[src/rtl/dmem_pkg.sv]
// Shared types and default widths for the DataMemory arbiter.
package dmem_pkg;

   localparam int unsigned DM_ADDRESS_DEF = 9;
   localparam int unsigned DATA_W_DEF     = 32;

   typedef enum logic [1:0] {ST_IDLE, ST_ACCESS, ST_RESP} dmem_state_e;

   typedef enum logic {GNT_CORE, GNT_DBG} dmem_gnt_e;

endpackage

[src/rtl/dmem_rr_arbiter.sv]
// Two-way request arbiter: req[0] = core, req[1] = debug; one-hot grant when enabled.
module dmem_rr_arbiter
   import dmem_pkg::*;
#(
   parameter int unsigned PRIORITY = 0
) (
   input  logic [1:0] i_req,
   input  dmem_gnt_e  i_last_grant,
   input  logic       i_enable,
   output logic [1:0] o_gnt
);

   always_comb begin
      o_gnt = 2'b00;
      if (i_enable) begin
         unique case (i_req)
            2'b01: o_gnt = 2'b01;
            2'b10: o_gnt = 2'b10;
            2'b11: begin
               // Fixed priority favours core; round-robin favours whoever did not win last.
               if (PRIORITY != 0 || i_last_grant == GNT_DBG) o_gnt = 2'b01;
               else                                          o_gnt = 2'b10;
            end
            default: o_gnt = 2'b00;
         endcase
      end
   end

endmodule

[src/rtl/dmem_arbiter.sv]
// Sequences core and debug requests onto the single DataMemory port, one transaction at a time.
module dmem_arbiter
   import dmem_pkg::*;
#(
   parameter int unsigned DM_ADDRESS = DM_ADDRESS_DEF,
   parameter int unsigned DATA_W     = DATA_W_DEF,
   parameter int unsigned PRIORITY   = 0
) (
   input  logic                  clk,
   input  logic                  rst_n,
   input  logic                  c_req_valid,
   output logic                  c_req_ready,
   input  logic                  c_req_we,
   input  logic [DM_ADDRESS-1:0] c_req_addr,
   input  logic [DATA_W-1:0]     c_req_wdata,
   output logic                  c_rsp_valid,
   input  logic                  c_rsp_ready,
   output logic [DATA_W-1:0]     c_rsp_rdata,
   input  logic                  d_req_valid,
   output logic                  d_req_ready,
   input  logic                  d_req_we,
   input  logic [DM_ADDRESS-1:0] d_req_addr,
   input  logic [DATA_W-1:0]     d_req_wdata,
   output logic                  d_rsp_valid,
   input  logic                  d_rsp_ready,
   output logic [DATA_W-1:0]     d_rsp_rdata,
   output logic                  mem_read,
   output logic                  mem_write,
   output logic [DM_ADDRESS-1:0] mem_a,
   output logic [DATA_W-1:0]     mem_wd,
   input  logic [DATA_W-1:0]     mem_rd
);

   dmem_state_e           r_state;
   dmem_state_e           w_state_d;
   dmem_gnt_e             r_gnt;
   logic                  r_we;
   logic [DM_ADDRESS-1:0] r_addr;
   logic [DATA_W-1:0]     r_wdata;
   logic [DATA_W-1:0]     r_rdata;
   logic [1:0]            w_gnt;
   logic                  w_hs;
   logic                  w_access;
   logic                  w_rsp_ready;

   // Ready is held off while reset is asserted so nothing is accepted on the reset edge.
   dmem_rr_arbiter #(
      .PRIORITY (PRIORITY)
   ) u_arb (
      .i_req        ({d_req_valid, c_req_valid}),
      .i_last_grant (r_gnt),
      .i_enable     ((r_state == ST_IDLE) && rst_n),
      .o_gnt        (w_gnt)
   );

   assign w_hs        = |w_gnt;
   assign c_req_ready = w_gnt[0];
   assign d_req_ready = w_gnt[1];
   assign w_access    = (r_state == ST_ACCESS);
   assign w_rsp_ready = (r_gnt == GNT_CORE) ? c_rsp_ready : d_rsp_ready;

   always_comb begin
      w_state_d = r_state;
      unique case (r_state)
         ST_IDLE:   if (w_hs) w_state_d = ST_ACCESS;
         ST_ACCESS: w_state_d = ST_RESP;
         ST_RESP:   if (w_rsp_ready) w_state_d = ST_IDLE;
         default:   w_state_d = ST_IDLE;
      endcase
   end

   always_ff @(posedge clk) begin
      if (!rst_n) r_state <= ST_IDLE;
      else        r_state <= w_state_d;
   end

   // r_gnt is both the in-flight grant id and the round-robin history.
   always_ff @(posedge clk) begin
      if (!rst_n) begin
         r_gnt   <= GNT_CORE;
         r_we    <= 1'b0;
         r_addr  <= '0;
         r_wdata <= '0;
         r_rdata <= '0;
      end else begin
         if (w_hs) begin
            r_gnt   <= w_gnt[1] ? GNT_DBG : GNT_CORE;
            r_we    <= w_gnt[1] ? d_req_we    : c_req_we;
            r_addr  <= w_gnt[1] ? d_req_addr  : c_req_addr;
            r_wdata <= w_gnt[1] ? d_req_wdata : c_req_wdata;
         end
         if (w_access) r_rdata <= r_we ? '0 : mem_rd;
      end
   end

   assign mem_read    = w_access & ~r_we;
   assign mem_write   = w_access & r_we;
   assign mem_a       = w_access ? r_addr : '0;
   assign mem_wd      = (w_access & r_we) ? r_wdata : '0;

   assign c_rsp_valid = (r_state == ST_RESP) && (r_gnt == GNT_CORE);
   assign d_rsp_valid = (r_state == ST_RESP) && (r_gnt == GNT_DBG);
   assign c_rsp_rdata = c_rsp_valid ? r_rdata : '0;
   assign d_rsp_rdata = d_rsp_valid ? r_rdata : '0;

endmodule

[config.mk]
export PLATFORM = sky130hd
export DESIGN_NAME = dmem_arbiter
export DESIGN_NICKNAME = d
export VERILOG_FILES = /design/src/rtl/dmem_pkg.sv /design/src/rtl/dmem_rr_arbiter.sv /design/src/rtl/dmem_arbiter.sv
export SDC_FILE = /design/constraint.sdc
export NUM_CORES = 1
export LEC_CHECK = 0
export BUFFER_PORTS_ARGS = -buffer_cell sky130_fd_sc_hd__buf_4
export CAP_MARGIN = 20
export CORE_ASPECT_RATIO = 1.75
export CORE_UTILIZATION = 45
export CTS_CLUSTER_SIZE = 16
export DETAILED_ROUTE_END_ITERATION = 16
export PLACE_DENSITY = 0.88
export SLEW_MARGIN = 0
export SYNTH_ARGS = -nofsm -noshare
export SYNTH_HDL_FRONTEND = slang
export SYNTH_SLANG_ARGS = --single-unit
[constraint.sdc]
create_clock -name clk -period 1.9 [get_ports clk]
set_clock_uncertainty 0.2 [all_clocks]
set_input_delay 0.19 -clock clk [delete_from_list [all_inputs] [get_ports clk]]
set_output_delay 0.19 -clock clk [all_outputs]
set_load 0.02 [all_outputs]
==> reports/qor.txt <==
share of layout cells above drive strength 1: 40.3%
combinational share of power: 29.1%
die span in x: 75.9 microns
Sw Share: 29.8%
clock sinks: 77
DRC viols: 0
post-route minimum period: 2.00 ns
leading cell type in the layout, fill and taps excluded: buf_4
status: finished, violations left
TritonCTS buffer count: 9
final WL: 22500 microns
DR vias: 6134
WL/cell: 22.7 microns
Final Worst Setup Slack: -0.104 ns
Worst setup EP type: output port
Clk network pwr share: 34.8%
hold path cells: 3
clk buf depth: 2
routing usage on met3: 7.15%
CP Class: reg -> out
crit path max-delay cell type: dfxtp_4
mux cell area share after synthesis: 0.232%
H-tree level count: 3
Leakage Power: 0.00352 uW
PortBufs: 232
xor/xnor share of the synthesized area: 0%
largest family of logic cells by synthesized area: simple AND/OR/NAND/NOR gates
vias in the first global route: 5721
worst hold-check path type: in -> reg
Top Family by Delay on Critical Path: buffers and inverters
Simple-Gate Fraction of Synth Area: 31.2%
CP Max Fanout: 16
Ports: 233
first-pass iteration count of the detailed router: 5
hold slack: -0.00562 ns
Cell Int Power: 3650 uW
dpl hpwl: 10100 microns
Placed Cells: 837
Initial DRC Count: 623
Initial Util: 47.0%
reg2reg path depth: 5
Synth Area in Adders: 0%
Worst path depth: 5
synth unique cells: 30
Synth Area in Compound Gates: 24.2%
CP dominant cell by count: buf_4
CTS tree: done
synthesized cell area: 4310 sq um
GRT met2 Usage: 63.5%
Flop pwr share: 36.1%
DIE AREA: 9980 sq um
startpoint types: flop
fillers: 382
setup violators final: 26
largest net degree at the start of global routing: 76
Worst Path Arrival: 1.61 ns
gr ovfl total: 0
most frequent cells in the layout: buf_4 (211), dlygate4sd3_1 (112), a21oi_1 (75)
Reg clk slew, reported paths: 0.06 ns
Buffers & Inverters on Critical Path: 3
max cap viols: 0
GRT Total Usage: 36.7%
Yosys warning count: 0
syn avg cell area: 8.08 sq um
core box area: 9150 sq um
Synth top area share: 35.8%
failing checks: negative hold slack, negative setup slack
Worst Tran Pin Value: 0.467 ns
Gate Count Post-Synth: 533
worst ir drop on vdd: 0.686 mV
met1 GRT Util: 38.5%
busiest grt layer: met2
Final Cycle Share: 105%
die height: 131 microns
largest cells by area after synthesis: dfxtp_1 (36%), and2_1 (11%), a21oi_1 (8.7%)
initial antenna violation count: 1
# rows: 46
antenna viol nets, final: 0
Fmax achieved: 0.499 GHz
worst-skew pair later-pin latency: 0.33 ns
leading area contributor after synthesis: dfxtp_1
Crit path required time: 1.51 ns
final RePlAce weighted congestion: 0.873
Final Hold Viols: 1
Max Slew Vio Count: 0
Synth Register Bits: 77
slowest stage delay, CP: 0.39 ns
RSZ-0062 raised after global routing: true
relative slew slack: 68.9%
area delta synth->final: 90.4%
first-pass GRT wire length: 29200 microns
power per cell area: 634 nW/um^2
Mapped Nets: 655
NetSw: 1550 uW
CP cell instances: nor3b_4, buf_4, clkbuf_16, and2_1, buf_4
# nets final: 988
Non-Filler Instances: 993
via/cell ratio: 6.18
CTS Root Buffer Type: clkbuf_16
Seq/Total Area, Yosys: 35.8%
[routing by layer]
metal | part of all wire [%] | wire [microns] | vias to the layer above
li1 | - | - | 2586
met1 | 32 | 7210 | 2832
met2 | 51 | 11400 | 539
met3 | 8.9 | 2000 | 177
met4 | 8.4 | 1900 | 0
met5 | 0 | 0 | -
[through the flow]
stage | area (sq um) | util [%] | power (uW) | setup TNS (ns) | setup WS, ns
floorplan | 4310 | - | 2500 | 0 | 0.163
global placement | 6110 | 66.7 | 2870 | 0 | 0.168
detailed placement | 6110 | 66.7 | 2910 | 0 | 0.0662
CTS | 7630 | 83.3 | 4880 | -0.0253 | -0.0111
global route | 8190 | 89.5 | 5340 | -3.11 | -0.113
finish | 8200 | 89.6 | 5200 | -0.922 | -0.104
[registers in the layout, indices dropped and copies added (netlist names)]
name	flops
r_gnt	1
r_addr	9
r_we	1
r_state	2
r_rdata	32
r_wdata	32
[path summary, 6_finish.rpt]
path,from,endpoint,slack (ns)
worst max-delay path,r_state[1],c_rsp_rdata[4],-0.10
worst min-delay path,d_req_wdata[18],r_wdata[18],-0.006
worst max register to register,r_state[0],r_addr[0],0.01
worst min register to register,r_rdata[18],r_rdata[18],0.28
[final cells by class]
type	instances	area [sq um]	share of cell area (%)
timing repair buffer	388	3610	44.0
antenna	2	5.00	0.0611
inverter	1	3.75	0.0458
multi-input combinational	389	2560	31.3
clock buffer	13	270	3.30
sequential	77	1550	19.0
tap	120	150	1.83
clock inverter	3	42.5	0.519
[kinds of logic (layout without fill, tap and decap cells)]
| family | after synthesis | after routing |
|---|---|---|
| buffers and inverters | 67 | 405 |
| other | 0 | 2 |
| AND/OR/NAND/NOR | 226 | 226 |
| multiplexers | 1 | 1 |
| AO/OA/AOI/OAI | 162 | 162 |
| flip-flops | 77 | 77 |
[Yosys cell counts]
cell / number
nand2_1: 33
nor2b_1: 1
clkbuf_1: 35
o21ai_0: 32
a311oi_2: 10
a21bo_2: 1
mux2i_1: 1
and3b_1: 1
and2_4: 1
nand2b_1: 2
dfxtp_1: 77
buf_1: 1
buf_2: 13
nand3b_1: 33
or2_1: 1
nor2_1: 2
inv_1: 1
and3_1: 33
o21ai_1: 10
nand3_1: 42
o22ai_1: 1
a21boi_2: 1
and2_1: 74
buf_4: 7
or3b_1: 1
nor3b_4: 1
nor3b_2: 1
a21oi_1: 75
buf_6: 10
a311oi_1: 32
[worst register-to-register path: cells and delay by family, from the launching register on]
kind                   cells  cell delay [ns]
AND/OR/NAND/NOR            1             0.42
flip-flops                 1             0.37
AO/OA/AOI/OAI              2             0.40
buffers and inverters      2             0.36
[power groups by stage]
stage	Clock (uW)	Combinational, uW	Sequential [uW]
5_1_grt	1870	1580	1890
4_1_cts	1780	1250	1850
2_1_floorplan	0	656	1840
3_5_place_dp	0	1030	1880
3_3_place_gp	0	996	1870
6_report	1810	1510	1880
[what timing repair did]
action | in CTS | in global routing
pin swaps | 2 | 6
hold buffers | 112 | 0
setup endpoints to repair | 109 | 102
gates resized for setup | 19 | 84
hold endpoints to repair | 75 | 0
buffers inserted | 2 | 19
cloned | 0 | 5
Power figures use the tool's default switching activity.
